File: config.mk
export PLATFORM = sky130hd
export DESIGN_NAME = ctrl_sequencer
export DESIGN_NICKNAME = d
export VERILOG_FILES = /design/src/rtl/ctrl_pkg.sv /design/src/rtl/ctrl_sequencer_branch_eval.sv /design/src/rtl/ctrl_sequencer.sv
export SDC_FILE = /design/constraint.sdc
export NUM_CORES = 1
export LEC_CHECK = 0
export ABC_AREA = 1
export CAP_MARGIN = 25
export CORE_MARGIN = 2
export CORE_UTILIZATION = 35
export DETAILED_ROUTE_END_ITERATION = 6
export DONT_BUFFER_PORTS = 1
export GPL_TIMING_DRIVEN = 0
export SYNTH_ARGS = -nofsm -noshare
export SYNTH_HDL_FRONTEND = slang
export SYNTH_HIERARCHICAL = 1
export SYNTH_SLANG_ARGS = --single-unit
File: constraint.sdc
create_clock -name CLK -period 1.6 [get_ports CLK]
set_input_delay 0.32 -clock CLK [delete_from_list [all_inputs] [get_ports CLK]]
set_output_delay 0.32 -clock CLK [all_outputs]
set_load 0.005 [all_outputs]
File: src/rtl/ctrl_pkg.sv
// ctrl_pkg: shared types and constants for the accumulator-core control
// sequencer. Holds the opcode, FSM state and branch-condition enums, the
// write-back source selectors and the reserved LDC argument meaning HALT.
package ctrl_pkg;

  typedef enum logic [2:0] {
    OP_SETSRC  = 3'd0,
    OP_SETDEST = 3'd1,
    OP_MOV     = 3'd2,
    OP_ALU     = 3'd3,
    OP_LOAD    = 3'd4,
    OP_STORE   = 3'd5,
    OP_BR      = 3'd6,
    OP_LDC     = 3'd7
  } opcode_t;

  typedef enum logic [2:0] {
    ST_IDLE   = 3'd0,
    ST_LAUNCH = 3'd1,
    ST_FETCH  = 3'd2,
    ST_EXEC   = 3'd3,
    ST_MEM    = 3'd4,
    ST_WB     = 3'd5,
    ST_HALTED = 3'd6
  } state_t;

  typedef enum logic [1:0] {
    BR_ALWAYS = 2'd0,
    BR_EQ     = 2'd1,
    BR_LT     = 2'd2,
    BR_NE     = 2'd3
  } br_cond_t;

  localparam logic [1:0] WB_ALU   = 2'd0;
  localparam logic [1:0] WB_MEM   = 2'd1;
  localparam logic [1:0] WB_CONST = 2'd2;

  localparam logic [5:0] HALT_ARG = 6'h3F;

  // HALT is encoded as LDC with the all-ones argument.
  function automatic logic is_halt(input logic [8:0] ir);
    return (ir[8:6] == OP_LDC) && (ir[5:0] == HALT_ARG);
  endfunction

endpackage

File: src/rtl/ctrl_sequencer_branch_eval.sv
// branch_eval: combinational branch-condition evaluation.
// Ports:
//   cond  - 2-bit condition field of a BR instruction (always/eq/lt/ne)
//   eq    - registered equality flag from the last ALU instruction
//   lt    - registered less-than flag from the last ALU instruction
//   taken - 1 when the branch is taken
module branch_eval
  import ctrl_pkg::*;
(
  input  logic [1:0] cond,
  input  logic       eq,
  input  logic       lt,
  output logic       taken
);

  // Map the condition code onto the stored flags.
  always_comb begin
    taken = 1'b0;
    case (br_cond_t'(cond))
      BR_ALWAYS: taken = 1'b1;
      BR_EQ:     taken = eq;
      BR_LT:     taken = lt;
      BR_NE:     taken = ~eq;
      default:   taken = 1'b0;
    endcase
  end

endmodule

File: src/rtl/ctrl_sequencer.sv
// ctrl_sequencer: multi-cycle control FSM for the 8-bit accumulator core.
// Owns the run state, latches each instruction, emits one-cycle strobes to
// fetch/reg_file/ALU/data_ram/LUTs, keeps the branch flags and counts
// retired instructions (saturating).
// Ports:
//   CLK, reset            - clock and synchronous active-high reset
//   go                    - run request (honoured only when idle or halted)
//   instruction           - instr_rom word for the current PC
//   equal_flag, less_than_flag - live ALU compare results
//   start, pc_en, branch, branch_cond, offset_idx - fetch unit controls
//   setsrc, setdest, mov, regwrite, rt_index, wb_sel - reg_file controls
//   alu_op                - ALU operation
//   mem_read, mem_write, lut_mem_idx - data_ram controls and address LUT index
//   lut_const_idx         - constant LUT index
//   halt, done            - run status
//   instr_count           - retired-instruction count
//
// All outputs are registered: each edge computes the outputs for the state
// being entered, so a strobe is high for exactly the cycle of its state.
module ctrl_sequencer
  import ctrl_pkg::*;
#(
  parameter int IW    = 9,
  parameter int CNT_W = 16
) (
  input  logic             CLK,
  input  logic             reset,
  input  logic             go,
  input  logic [IW-1:0]    instruction,
  input  logic             equal_flag,
  input  logic             less_than_flag,
  output logic             start,
  output logic             pc_en,
  output logic             branch,
  output logic             branch_cond,
  output logic [2:0]       offset_idx,
  output logic             setsrc,
  output logic             setdest,
  output logic             mov,
  output logic             regwrite,
  output logic [2:0]       rt_index,
  output logic [1:0]       wb_sel,
  output logic [2:0]       alu_op,
  output logic             mem_read,
  output logic             mem_write,
  output logic [5:0]       lut_mem_idx,
  output logic [2:0]       lut_const_idx,
  output logic             halt,
  output logic             done,
  output logic [CNT_W-1:0] instr_count
);

  localparam logic [CNT_W-1:0] CNT_MAX = {CNT_W{1'b1}};
  localparam logic [CNT_W-1:0] CNT_ONE = {{(CNT_W-1){1'b0}}, 1'b1};

  state_t          state_r;
  logic [IW-1:0]   ir_r;
  logic            eq_r;
  logic            lt_r;

  opcode_t         fetch_op_s;
  logic [5:0]      fetch_arg_s;
  opcode_t         exec_op_s;
  logic            taken_s;
  logic [CNT_W-1:0] cnt_inc_s;

  assign fetch_op_s  = opcode_t'(instruction[8:6]);
  assign fetch_arg_s = instruction[5:0];
  assign exec_op_s   = opcode_t'(ir_r[8:6]);
  assign cnt_inc_s   = (instr_count == CNT_MAX) ? instr_count : instr_count + CNT_ONE;

  // The branch decision is needed at the FETCH edge, where the EXEC-cycle
  // strobes are registered, so it evaluates the incoming instruction.
  branch_eval u_branch_eval (
    .cond  (instruction[5:4]),
    .eq    (eq_r),
    .lt    (lt_r),
    .taken (taken_s)
  );

  // Sequencer FSM: state, instruction register, flags, counter and strobes.
  always_ff @(posedge CLK) begin
    // Strobes default low every cycle so each one lasts exactly one cycle.
    start         <= 1'b0;
    pc_en         <= 1'b0;
    branch        <= 1'b0;
    branch_cond   <= 1'b0;
    offset_idx    <= 3'd0;
    setsrc        <= 1'b0;
    setdest       <= 1'b0;
    mov           <= 1'b0;
    regwrite      <= 1'b0;
    rt_index      <= 3'd0;
    wb_sel        <= WB_ALU;
    alu_op        <= 3'd0;
    mem_read      <= 1'b0;
    mem_write     <= 1'b0;
    lut_mem_idx   <= 6'd0;
    lut_const_idx <= 3'd0;
    halt          <= 1'b0;
    done          <= 1'b0;

    if (reset) begin
      state_r     <= ST_IDLE;
      ir_r        <= '0;
      eq_r        <= 1'b0;
      lt_r        <= 1'b0;
      instr_count <= '0;
      halt        <= 1'b1;
    end else begin
      case (state_r)
        ST_IDLE: begin
          if (go) begin
            state_r <= ST_LAUNCH;
            start   <= 1'b1;
          end else begin
            state_r <= ST_IDLE;
            halt    <= 1'b1;
          end
        end

        ST_LAUNCH: begin
          state_r <= ST_FETCH;
        end

        ST_FETCH: begin
          ir_r    <= instruction;
          state_r <= ST_EXEC;
          case (fetch_op_s)
            OP_SETSRC: begin
              setsrc   <= 1'b1;
              rt_index <= fetch_arg_s[2:0];
              pc_en    <= 1'b1;
            end
            OP_SETDEST: begin
              setdest  <= 1'b1;
              rt_index <= fetch_arg_s[2:0];
              pc_en    <= 1'b1;
            end
            OP_MOV: begin
              mov      <= 1'b1;
              rt_index <= fetch_arg_s[2:0];
              pc_en    <= 1'b1;
            end
            OP_ALU: begin
              regwrite <= 1'b1;
              wb_sel   <= WB_ALU;
              alu_op   <= fetch_arg_s[2:0];
              pc_en    <= 1'b1;
            end
            OP_LOAD, OP_STORE: begin
              lut_mem_idx <= fetch_arg_s;
            end
            OP_BR: begin
              branch      <= 1'b1;
              branch_cond <= taken_s;
              pc_en       <= ~taken_s;
              offset_idx  <= fetch_arg_s[2:0];
            end
            OP_LDC: begin
              // HALT leaves every strobe low, including pc_en.
              if (!is_halt(instruction)) begin
                regwrite      <= 1'b1;
                wb_sel        <= WB_CONST;
                pc_en         <= 1'b1;
                lut_const_idx <= fetch_arg_s[2:0];
              end else begin
                regwrite <= 1'b0;
              end
            end
            default: begin
              pc_en <= 1'b0;
            end
          endcase
        end

        ST_EXEC: begin
          case (exec_op_s)
            OP_ALU: begin
              eq_r        <= equal_flag;
              lt_r        <= less_than_flag;
              instr_count <= cnt_inc_s;
              state_r     <= ST_FETCH;
            end
            OP_LOAD: begin
              mem_read    <= 1'b1;
              lut_mem_idx <= ir_r[5:0];
              state_r     <= ST_MEM;
            end
            OP_STORE: begin
              mem_write   <= 1'b1;
              pc_en       <= 1'b1;
              lut_mem_idx <= ir_r[5:0];
              state_r     <= ST_MEM;
            end
            OP_LDC: begin
              instr_count <= cnt_inc_s;
              if (is_halt(ir_r)) begin
                state_r <= ST_HALTED;
                halt    <= 1'b1;
                done    <= 1'b1;
              end else begin
                state_r <= ST_FETCH;
              end
            end
            default: begin
              instr_count <= cnt_inc_s;
              state_r     <= ST_FETCH;
            end
          endcase
        end

        ST_MEM: begin
          if (exec_op_s == OP_LOAD) begin
            mem_read    <= 1'b1;
            regwrite    <= 1'b1;
            wb_sel      <= WB_MEM;
            pc_en       <= 1'b1;
            lut_mem_idx <= ir_r[5:0];
            state_r     <= ST_WB;
          end else begin
            instr_count <= cnt_inc_s;
            state_r     <= ST_FETCH;
          end
        end

        ST_WB: begin
          instr_count <= cnt_inc_s;
          state_r     <= ST_FETCH;
        end

        ST_HALTED: begin
          if (go) begin
            instr_count <= '0;
            eq_r        <= 1'b0;
            lt_r        <= 1'b0;
            start       <= 1'b1;
            state_r     <= ST_LAUNCH;
          end else begin
            halt    <= 1'b1;
            done    <= 1'b1;
            state_r <= ST_HALTED;
          end
        end

        default: begin
          halt    <= 1'b1;
          state_r <= ST_IDLE;
        end
      endcase
    end
  end

endmodule

==> qor.csv <==
metric,value,unit
firstDrtPassIters,4,
syn_to_final_growth,15.9,%
max_freq,673,MHz
cts_made_buffers,9,
final_layout_size_suffix_gt1_share,16.5,%
ys_seq_elements,62,
skew,0.00828,ns
nets,434,
instances_no_fill,526,
period_needed,1.49,ns
power_density,999,mW/mm²
seq_area,0.00127,mm²
maxSlewHeadroom,57.5,%
hold_viol,0,
cp_common_cell,nand3_2,
multi_input_area,0.00134,mm²
wl,6910,µm
synth_cell_types,31,
worstSetupPathType,reg2reg,
synth.avg_cell_area,6.85,µm²
initial_core_util,36.1,%
p_leak,0.00137,µW
rsz0062_at_grt,yes,
finalSetupViolCount,0,
arrival,1.76,ns
ant_nets,0,
n_antenna_cell,0,
antenna_found_initial,0,
ys_seq_area_share,44.7,%
crit_buf_inv,1,
grt_first_pass_wirelength,11400,µm
tightest_slew,0.637,ns
grt_pass1_vias,2459,
syn_nets,420,
crit_path_max_incr_delay,0.40,ns
post_drt_wl_per_cell,13.1,µm
status,completed,
dp_cells,507,
crit_chain,ha_4 -> nand3_2 -> nor2_1 -> nand3_2 -> nand3_2 -> buf_6 -> nand2_1 -> a21oi_2,
tritoncts,yes,
row_count,32,
place_congestion,0.869,
fin_crit_sh,92.8,%
portBuffers,0,
synthCells,405,
fin_setup_tns,0,ns
vias,2508,
avgViaCountPerCell,4.77,
track_usage,17.0,%
cp.required,1.88,ns
crit_slowest_cell,dfxtp_2,
grt_overflow,0,
clk_latency,0.35,ns
start_kind,register,
path_delay_family,simple AND/OR/NAND/NOR gates,
crit_fanout,10,
die_h,93.0,µm
clockBufferDepth,2,
clock-sinks,62,
fill_cells,840,
die_area,0.00866,mm²
synth_warnings,6,
irDropWorstVdd,0.505,mV
hpwl,4870,µm
drt_iter0_markers,82,
drv_cap,0,
root_buffer,clkbuf_8,
cts_max_level,3,
mappedNetlistArea,0.00278,mm²
ios,62,
grt_max_degree,14,
setup.worst_path.end_class,register,
drv_slew,0,
core_area,0.00769,mm²
path_clk_slew,0.08,ns
die_w,93.0,µm
drc_errors,0,
hold_path_class,in2reg,
## sequential cells by signal, indices dropped and copies added, names as in the netlist, 2 cells and up
| name | flops |
|---|---|
| lut_mem_idx | 6 |
| rt_index | 3 |
| lut_const_idx | 3 |
| offset_idx | 3 |
| alu_op | 3 |
| state_r | 3 |
| wb_sel | 2 |
| instr_count | 16 |
| ir_r | 9 |
## worst paths after layout
| path | start | to | slack, ns | depth (start not counted) |
|---|---|---|---|---|
| worst min register to register | ir_r[5] | ir_r[5] | 0.48 | 2 |
| worst min-delay path | instruction[7] | setsrc | 0.04 | 1 |
| worst max-delay path | instr_count[0] | instr_count[4] | 0.11 | 8 |
| worst max register to register | instr_count[0] | instr_count[4] | 0.11 | 8 |
## kinds of logic (layout without fill, tap and decap cells)
family                     after synthesis  count (layout)  share of synthesized area [%]
AOI/OAI and AO/OA                       39              39                           7.39
DFF                                     62              62                           44.7
and+or+nand+nor                        233             233                           36.3
adders and majority gates                1               1                          0.451
buffers and inverters                   65              84                           9.51
xor gates and xnor gates                 5               5                           1.58
## cell type report
cell class | instances | share of cell area (%)
multi-input cells | 278 | 41.5
flip-flops and latches | 62 | 39.4
inverters | 55 | 6.42
well taps | 102 | 3.97
clock buffers | 9 | 3.85
plain buffers | 10 | 2.26
clock inverters | 7 | 1.75
repair buffers | 3 | 0.817
## synthesized netlist by cell type
| cell type | count | area share (%) |
|---|---|---|
| a21oi_1 | 22 | 4.0 |
| a31oi_1 | 1 | 0.23 |
| a41oi_1 | 1 | 0.32 |
| buf_2 | 1 | 0.18 |
| buf_4 | 3 | 0.81 |
| buf_6 | 1 | 0.41 |
| clkbuf_1 | 5 | 0.68 |
| clkinv_1 | 2 | 0.27 |
| dfxtp_1 | 62 | 45 |
| ha_1 | 1 | 0.45 |
| inv_1 | 50 | 6.8 |
| inv_2 | 3 | 0.41 |
| nand2_1 | 116 | 16 |
| nand2_2 | 4 | 0.90 |
| nand2_4 | 1 | 0.41 |
| nand3_1 | 24 | 4.3 |
| nand3_2 | 1 | 0.36 |
| nand3b_1 | 2 | 0.54 |
| nand4_1 | 6 | 1.4 |
| nor2_1 | 60 | 8.1 |
| nor2_2 | 4 | 0.90 |
| nor2_4 | 4 | 1.6 |
| nor3_1 | 8 | 1.4 |
| nor4_1 | 1 | 0.23 |
| o211ai_1 | 1 | 0.27 |
| o21a_1 | 1 | 0.27 |
| o21ai_0 | 13 | 2.3 |
| or2_2 | 1 | 0.23 |
| or3_1 | 1 | 0.23 |
| xnor2_1 | 1 | 0.32 |
| xor2_1 | 4 | 1.3 |
## per-stage QoR
stage	hold slack, ns	power, µW	area (µm²)	setup slack [ns]	utilization [%]
after floorplan	0.397	1870	2780	0.188	-
after global placement	0.399	1930	2900	-0.0680	37.8
after detailed placement	0.401	1930	2900	-0.105	37.8
after CTS	0.0194	3220	3090	-0.0326	40.2
after global routing	0.00483	3390	3220	-0.0169	41.8
final	0.0360	3210	3220	0.114	41.8
## cells in the final DEF (no fill, tap or decap), drive strengths merged, types with 2 or more instances in the layout
cell    count
nand3      25
nand4       6
a21oi      22
buf         9
inv        56
o21ai      13
clkbuf     13
nor2       68
dfxtp      62
clkinv      5
nor3        8
xor2        4
nand2     121
nand3b      2
## repair_timing
action / in CTS / in global routing
hold buffers: 0 / 0
endpoints found under the setup margin: 18 / 31
hold endpoints to repair: 0 / 0
pin swaps: 0 / 3
setup buffers: 0 / 2
resized for setup: 4 / 38
cloned: 0 / 1
## worst register-to-register path, stage by stage, from the launching register on
cell	delay [ns]
dfxtp_2	0.40
ha_4	0.18
nand3_2	0.11
nor2_1	0.14
nand3_2	0.12
nand3_2	0.11
buf_6	0.15
nand2_1	0.08
a21oi_2	0.13
## where the power goes
| part | switching [µW] | leakage [µW] | internal [µW] |
|---|---|---|---|
| sequential | 48.3 | 0.000510 | 1600 |
| combinational | 182 | 0.000772 | 101 |
| clock | 706 | 0.0000906 | 580 |
| total | 936 | 0.00137 | 2280 |
## metal layers
metal	GRT usage (%)	up-vias	share of wire, %
met5	0	-	0
met4	6.25	0	1.4
met3	9.43	11	8.7
met2	26.7	75	46
met1	19.5	1136	44
li1	-	1286	-
(Power assumes the default switching activity.)
